==> src/rtl/hex_glyph_writer_if.sv <==
// Video-memory write port carrying one 18-bit glyph word per accepted beat.
interface hex_glyph_writer_if #(
    parameter int ADDR_W = 11
);
    logic              mem_we;
    logic [ADDR_W-1:0] mem_addr;
    logic [17:0]       mem_din;
    logic              mem_ready;

    modport master (output mem_we, output mem_addr, output mem_din, input mem_ready);
    modport slave  (input mem_we, input mem_addr, input mem_din, output mem_ready);
endinterface

==> src/rtl/hex_glyph_writer.sv <==
// Renders NCH 16-bit channel values as hex glyph words into video memory,
// one refresh pass per start pulse, working from a snapshot taken at start.
module hex_glyph_writer #(
    parameter int NCH        = 20,
    parameter int DIGITS     = 4,
    parameter int ADDR_W     = 11,
    parameter int BASE_ADDR  = 341,
    parameter int ROW_STRIDE = 27
) (
    input  logic                  CLK,
    input  logic                  CLR,
    input  logic                  start,
    input  logic [16*NCH-1:0]     values,
    input  logic [NCH-1:0]        ch_en,
    input  logic                  lz_sup,
    output logic                  busy,
    output logic                  done,
    hex_glyph_writer_if.master    mem
);
    localparam int WPC = (DIGITS + 2) / 3;
    localparam int WW  = (WPC > 1) ? $clog2(WPC) : 1;
    localparam int CW  = (NCH > 1) ? $clog2(NCH) : 1;

    typedef enum logic [1:0] {S_IDLE, S_SCAN, S_WRITE, S_DONE} state_t;

    state_t            r_state;
    logic [16*NCH-1:0] r_vals;
    logic [NCH-1:0]    r_en;
    logic              r_lz;
    logic [CW-1:0]     r_c;
    logic [WW-1:0]     r_w;
    logic              r_we;
    logic [ADDR_W-1:0] r_addr;
    logic [17:0]       r_din;
    logic              r_busy;
    logic              r_done;

    logic [15:0]       w_val;
    logic [NCH-1:0]    w_higher;
    logic              w_last_word;
    logic [WW-1:0]     w_next_w;

    // Glyph codes are nibble+1; blank (0) marks leading zeros and unused slots.
    function automatic logic [17:0] glyph_word(input logic [15:0] v, input logic lz, input int w);
        logic [17:0] r;
        logic        lead;
        logic [3:0]  n;
        int          k;
        r    = 18'd0;
        lead = lz;
        for (int p = 0; p < DIGITS; p++) begin
            k = DIGITS - 1 - p;
            n = v[4*k +: 4];
            if (n != 4'd0 || k == 0) lead = 1'b0;
            if (p / 3 == w) r[17 - 6*(p % 3) -: 6] = lead ? 6'd0 : ({2'b00, n} + 6'd1);
        end
        return r;
    endfunction

    function automatic logic [ADDR_W-1:0] addr_of(input int c, input int w);
        return ADDR_W'(BASE_ADDR + c * ROW_STRIDE + w);
    endfunction

    assign w_val       = r_vals[16*r_c +: 16];
    // Any enabled channel above the current one; lets the last write go straight to DONE.
    assign w_higher    = (r_en >> r_c) >> 1;
    assign w_last_word = (r_w == WW'(WPC - 1));
    assign w_next_w    = r_w + {{(WW-1){1'b0}}, 1'b1};

    assign mem.mem_we   = r_we;
    assign mem.mem_addr = r_addr;
    assign mem.mem_din  = r_din;
    assign busy         = r_busy;
    assign done         = r_done;

    // Pass controller: snapshot, channel scan, stalled word writes, done pulse.
    always_ff @(posedge CLK or posedge CLR) begin
        if (CLR) begin
            r_state <= S_IDLE;
            r_vals  <= '0;
            r_en    <= '0;
            r_lz    <= 1'b0;
            r_c     <= '0;
            r_w     <= '0;
            r_we    <= 1'b0;
            r_addr  <= '0;
            r_din   <= 18'd0;
            r_busy  <= 1'b0;
            r_done  <= 1'b0;
        end else begin
            case (r_state)
                S_IDLE: begin
                    r_done <= 1'b0;
                    if (start) begin
                        r_vals  <= values;
                        r_en    <= ch_en;
                        r_lz    <= lz_sup;
                        r_c     <= '0;
                        r_w     <= '0;
                        r_busy  <= 1'b1;
                        r_state <= S_SCAN;
                    end
                end
                S_SCAN: begin
                    if (r_en[r_c]) begin
                        r_we    <= 1'b1;
                        r_w     <= '0;
                        r_addr  <= addr_of(int'(r_c), 32'sd0);
                        r_din   <= glyph_word(w_val, r_lz, 32'sd0);
                        r_state <= S_WRITE;
                    end else if (r_c == CW'(NCH - 1)) begin
                        r_busy  <= 1'b0;
                        r_done  <= 1'b1;
                        r_state <= S_DONE;
                    end else begin
                        r_c <= r_c + {{(CW-1){1'b0}}, 1'b1};
                    end
                end
                S_WRITE: begin
                    if (mem.mem_ready) begin
                        if (w_last_word) begin
                            r_we <= 1'b0;
                            r_w  <= '0;
                            if (w_higher == '0) begin
                                r_busy  <= 1'b0;
                                r_done  <= 1'b1;
                                r_state <= S_DONE;
                            end else begin
                                r_c     <= r_c + {{(CW-1){1'b0}}, 1'b1};
                                r_state <= S_SCAN;
                            end
                        end else begin
                            r_w    <= w_next_w;
                            r_addr <= addr_of(int'(r_c), int'(w_next_w));
                            r_din  <= glyph_word(w_val, r_lz, int'(w_next_w));
                        end
                    end
                end
                S_DONE: begin
                    r_done  <= 1'b0;
                    r_state <= S_IDLE;
                end
                default: begin
                    r_we    <= 1'b0;
                    r_busy  <= 1'b0;
                    r_done  <= 1'b0;
                    r_state <= S_IDLE;
                end
            endcase
        end
    end
endmodule

==> src/flat_wrapper.sv <==
// flat-port wrapper written by rule: the top's interface ports become plain ports
module hex_glyph_writer_flat 
#(
    parameter int NCH        = 20,
    parameter int DIGITS     = 4,
    parameter int ADDR_W     = 11,
    parameter int BASE_ADDR  = 341,
    parameter int ROW_STRIDE = 27
)
  (CLK, CLR, start, values, ch_en, lz_sup, busy, done, mem_mem_we, mem_mem_addr, mem_mem_din, mem_mem_ready);
  hex_glyph_writer_if #(.ADDR_W(ADDR_W)) mem_i ();
  input  logic CLK;
  input  logic CLR;
  input  logic start;
  input  logic [16*NCH-1:0] values;
  input  logic [NCH-1:0] ch_en;
  input  logic lz_sup;
  output logic busy;
  output logic done;
  output wire logic [$bits(mem_i.mem_we)-1:0] mem_mem_we;
  output wire logic [$bits(mem_i.mem_addr)-1:0] mem_mem_addr;
  output wire logic [$bits(mem_i.mem_din)-1:0] mem_mem_din;
  input wire logic [$bits(mem_i.mem_ready)-1:0] mem_mem_ready;
  assign mem_mem_we = mem_i.mem_we;
  assign mem_mem_addr = mem_i.mem_addr;
  assign mem_mem_din = mem_i.mem_din;
  assign mem_i.mem_ready = mem_mem_ready;
  hex_glyph_writer #(.NCH(NCH), .DIGITS(DIGITS), .ADDR_W(ADDR_W), .BASE_ADDR(BASE_ADDR), .ROW_STRIDE(ROW_STRIDE)) u_core (.CLK(CLK), .CLR(CLR), .start(start), .values(values), .ch_en(ch_en), .lz_sup(lz_sup), .busy(busy), .done(done), .mem(mem_i));
endmodule
==> config.mk <==
export PLATFORM = sky130hd
export DESIGN_NAME = hex_glyph_writer_flat
export DESIGN_NICKNAME = d
export VERILOG_FILES = /design/src/rtl/hex_glyph_writer_if.sv /design/src/rtl/hex_glyph_writer.sv /design/src/flat_wrapper.sv
export SDC_FILE = /design/constraint.sdc
export NUM_CORES = 1
export LEC_CHECK = 0
export BUFFER_PORTS_ARGS = -buffer_cell sky130_fd_sc_hd__buf_4
export CAP_MARGIN = 25
export CORE_MARGIN = 2
export CORE_UTILIZATION = 45
export CTS_CLUSTER_DIAMETER = 80
export DETAILED_ROUTE_END_ITERATION = 10
export PLACE_DENSITY = 0.65
export REMOVE_ABC_BUFFERS = 1
export SLEW_MARGIN = 20
export SYNTH_ARGS = -nofsm -noshare
export SYNTH_HDL_FRONTEND = slang
export SYNTH_SLANG_ARGS = --single-unit
==> constraint.sdc <==
create_clock -name CLK -period 13.2 [get_ports CLK]
set_input_delay 0.66 -clock CLK [delete_from_list [all_inputs] [get_ports CLK]]
set_output_delay 0.66 -clock CLK [all_outputs]
set_load 0.03 [all_outputs]
==> flow_metrics.py <==
metrics = {
    "timing": {
        "slew_violations": 0,
        "setup_viol_count_final": 0,
        "grt_setup_unrepaired": "no",
        "final.setup.tns_ns": 0,
        "fin_crit_ns": 4.72,
        "hold_viol": 0,
        "slew_headroom_pct": 31.4,
        "fin_ws_ns": 8.48,
        "fmax_mhz": 212,
        "final.setup_skew_ns": 0.0179,
        "final.period_utilization_pct": 35.7,
        "tightest_slew_ns": 1.03,
    },
    "status": {
        "outcome": "finished, final reports clean",
    },
    "route": {
        "firstDrtPassIters": 4,
        "drc": 0,
        "drt_iter0_markers": 696,
        "ant_nets": 0,
        "wire_per_inst_um": 21.8,
        "vias_per_cell": 5.45,
        "finalWirelength_um": 49200,
        "vias": 12300,
    },
    "synth": {
        "yosys-top-cells-area": "dfrtp_1 (51%), mux2_2 (21%), mux4_2 (6.5%)",
        "ys.flop_type": "dfrtp_1",
        "yosys.area.top_type_share_pct": 50.9,
        "synth.distinct_cells": 71,
        "synth-edff-count": 0,
        "yosys_warnings": 0,
        "post_synth_instance_area_um2": 18600,
        "synth_seq_cells": 378,
        "syn_inst": 1342,
        "async_reset_ff_share_pct": 100,
        "yosysTopAreaCell": "dfrtp_1",
        "ys_seq_area_share_pct": 50.9,
        "avgSynthCellArea_um2": 13.9,
    },
    "final_layout": {
        "layout.cells.most_common": "buf_4",
        "area_growth_pct": 24.5,
        "fill_cells": 3400,
        "layout.cells.non_filler": 2257,
        "drive_gt1_share_pct": 51.2,
        "layout_common_cells": "buf_4 (383), dfrtp_1 (375), mux2_2 (348), nand2_1 (83), mux4_2 (54)",
        "layout.nets": 2076,
    },
    "global_routing": {
        "met2_usage_pct": 37.5,
        "grtUsageTotal_pct": 23.1,
        "top_usage_layer": "met2",
        "grt_pass1_wl_um": 77000,
        "grt_use_met1_pct": 29.6,
        "grt_pass1_vias": 13200,
        "grt_antenna_before_repair": 7,
        "grt_util_met3_pct": 7.19,
        "grt.overflow.total": 0,
        "grt_max_degree": 172,
    },
    "placement": {
        "dp_slack_ns": 8.43,
        "port_buffers": 373,
        "hpwl_um": 34500,
        "gp_congestion": 0.836,
        "dp_cells": 2179,
    },
    "floorplan": {
        "row_count": 74,
        "core-area_um2": 40800,
        "die_w_um": 207,
        "io_pins": 377,
        "start_util_pct": 45.6,
        "dieHeight_um": 207,
        "dieArea_um2": 43000,
    },
    "cts": {
        "cts_hold_buf": 0,
        "cts_tree": "built",
        "cts_max_path_buffers": 3,
        "clkTransAtPathRegs_ns": 0.06,
        "root_buffer": "clkbuf_16",
        "clock_latency_ns": 0.58,
        "cts_buffers": 43,
        "cts_sinks": 378,
        "post_cts_resized": 0,
        "post_cts_buffers": 0,
        "cts-htree-levels": 2,
    },
    "min_path": {
        "min_path_type": "primary input to async pin",
    },
    "setup_path": {
        "cp_cell_sequence": "buf_4 -> ha_1 -> inv_1 -> ha_1 -> fa_1 -> ha_1 -> o21ai_0 -> o21ai_0 -> a221oi_1 -> o21ai_0 -> xnor2_1 -> nand3_1 -> xor2_1 -> o21ai_1",
        "crit_path_end_kind": "flip-flop",
        "cp_max_fo": 48,
        "start_kind": "flip-flop",
        "critPathKind": "flip-flop to flip-flop",
        "crit_arrival_ns": 5.14,
        "cp_slowest_stage_delay_ns": 0.64,
        "cp_slowest_cell": "dfrtp_4",
        "worstPathRequired_ns": 13.62,
    },
    "pwr": {
        "ir_drop_mv": 0.135,
        "cellPowerDensity_nw_per_um2": 252,
        "leakage_nw": 10.4,
    },
    "run": {
        "cap_violations": 0,
    },
}
synthesized netlist by cell type, types with 18 or more instances:
cell type  instances
xnor2_1           18
clkbuf_1          42
nor2b_1           19
a211oi_1          19
mux2i_1           27
inv_1             24
ha_1              35
a21oi_1           19
nor2_1            43
nand2_1           84
dfrtp_1          378
mux2_2           348
o21ai_0           25
mux4_2            54
worst max-delay path: cells and delay by family (launching register included):
family / cells / cell delay, ns
adders and majority gates: 4 / 1.46
AOI/OAI and AO/OA: 5 / 1.17
buffers and inverters: 2 / 0.69
DFF: 1 / 0.64
xor gates and xnor gates: 2 / 0.47
and+or+nand+nor: 1 / 0.14
layer usage:
layer  part of all wire (%)  vias to the layer above
met3                    7.4                       75
met4                    2.4                        6
li1                       -                     5675
met1                     42                     6245
met5                  0.087                        -
met2                     48                      308
area by class of cell:
cell class / count / area (um^2) / area share [%]
diodes: 3 / 7.51 / 0.0324
clock inverters: 8 / 110 / 0.476
inverters: 26 / 105 / 0.454
multi-input cells: 858 / 8550 / 36.9
clock buffers: 66 / 1300 / 5.63
repair buffers: 386 / 2940 / 12.7
well taps: 532 / 666 / 2.87
flip-flops and latches: 378 / 9470 / 40.9
path summary, 6_finish.rpt:
path	end	start	cells after the start	slack (ns)
max	u_core.mem.mem_addr[9]	u_core.r_c[0]	14	8.48
min	u_core.r_vals[0]	CLR	2	0.10
max reg2reg	u_core.mem.mem_addr[9]	u_core.r_c[0]	14	8.48
min reg2reg	u_core.mem.mem_addr[5]	u_core.mem.mem_addr[5]	2	0.48
max in group asynchronous	u_core.r_c[0]	CLR	4	11.25
min in group CLK	u_core.r_vals[123]	values[123]	2	0.31
report_power, final:
group	switching, mW	leakage [nW]	internal (mW)
clock network	0.484	0.688	0.716
registers	0.338	4.49	1.76
logic	1.20	5.19	1.34
total	2.03	10.4	3.81
logic make-up after synthesis:
group                      count (synthesis)  synth area share, %
muxes                                    441                 30.7
DFF                                      378                 50.9
and+or+nand+nor                          196                 4.88
AOI/OAI and AO/OA                        153                 6.30
buffers and inverters                    108                 3.32
adders and majority gates                 38                 2.68
xor gates and xnor gates                  27                 1.27
other                                      1               0.0202
sequential cells by signal (all words and copies together) (netlist names):
name                 flops
u_core.r_state           2
u_core.r_lz              1
u_core.r_vals          320
u_core.r_en             20
u_core.mem.mem_we        1
u_core.mem.mem_addr     11
u_core.mem.mem_din      15
u_core.r_c               5
u_core.r_w               1
u_core.done              1
u_core.busy              1
per-stage QoR:
step	hold WS, ns	power, mW	util, %	cell area, um^2
floorplan	0.471	4.21	-	18100
global placement	0.473	4.59	53.2	21700
detailed placement	0.479	4.67	53.2	21700
CTS	0.281	5.90	56.6	23100
global route	0.134	6.24	56.7	23200
finish	0.102	5.84	56.7	23200
Note: power is estimated with default switching activity, not from simulation.
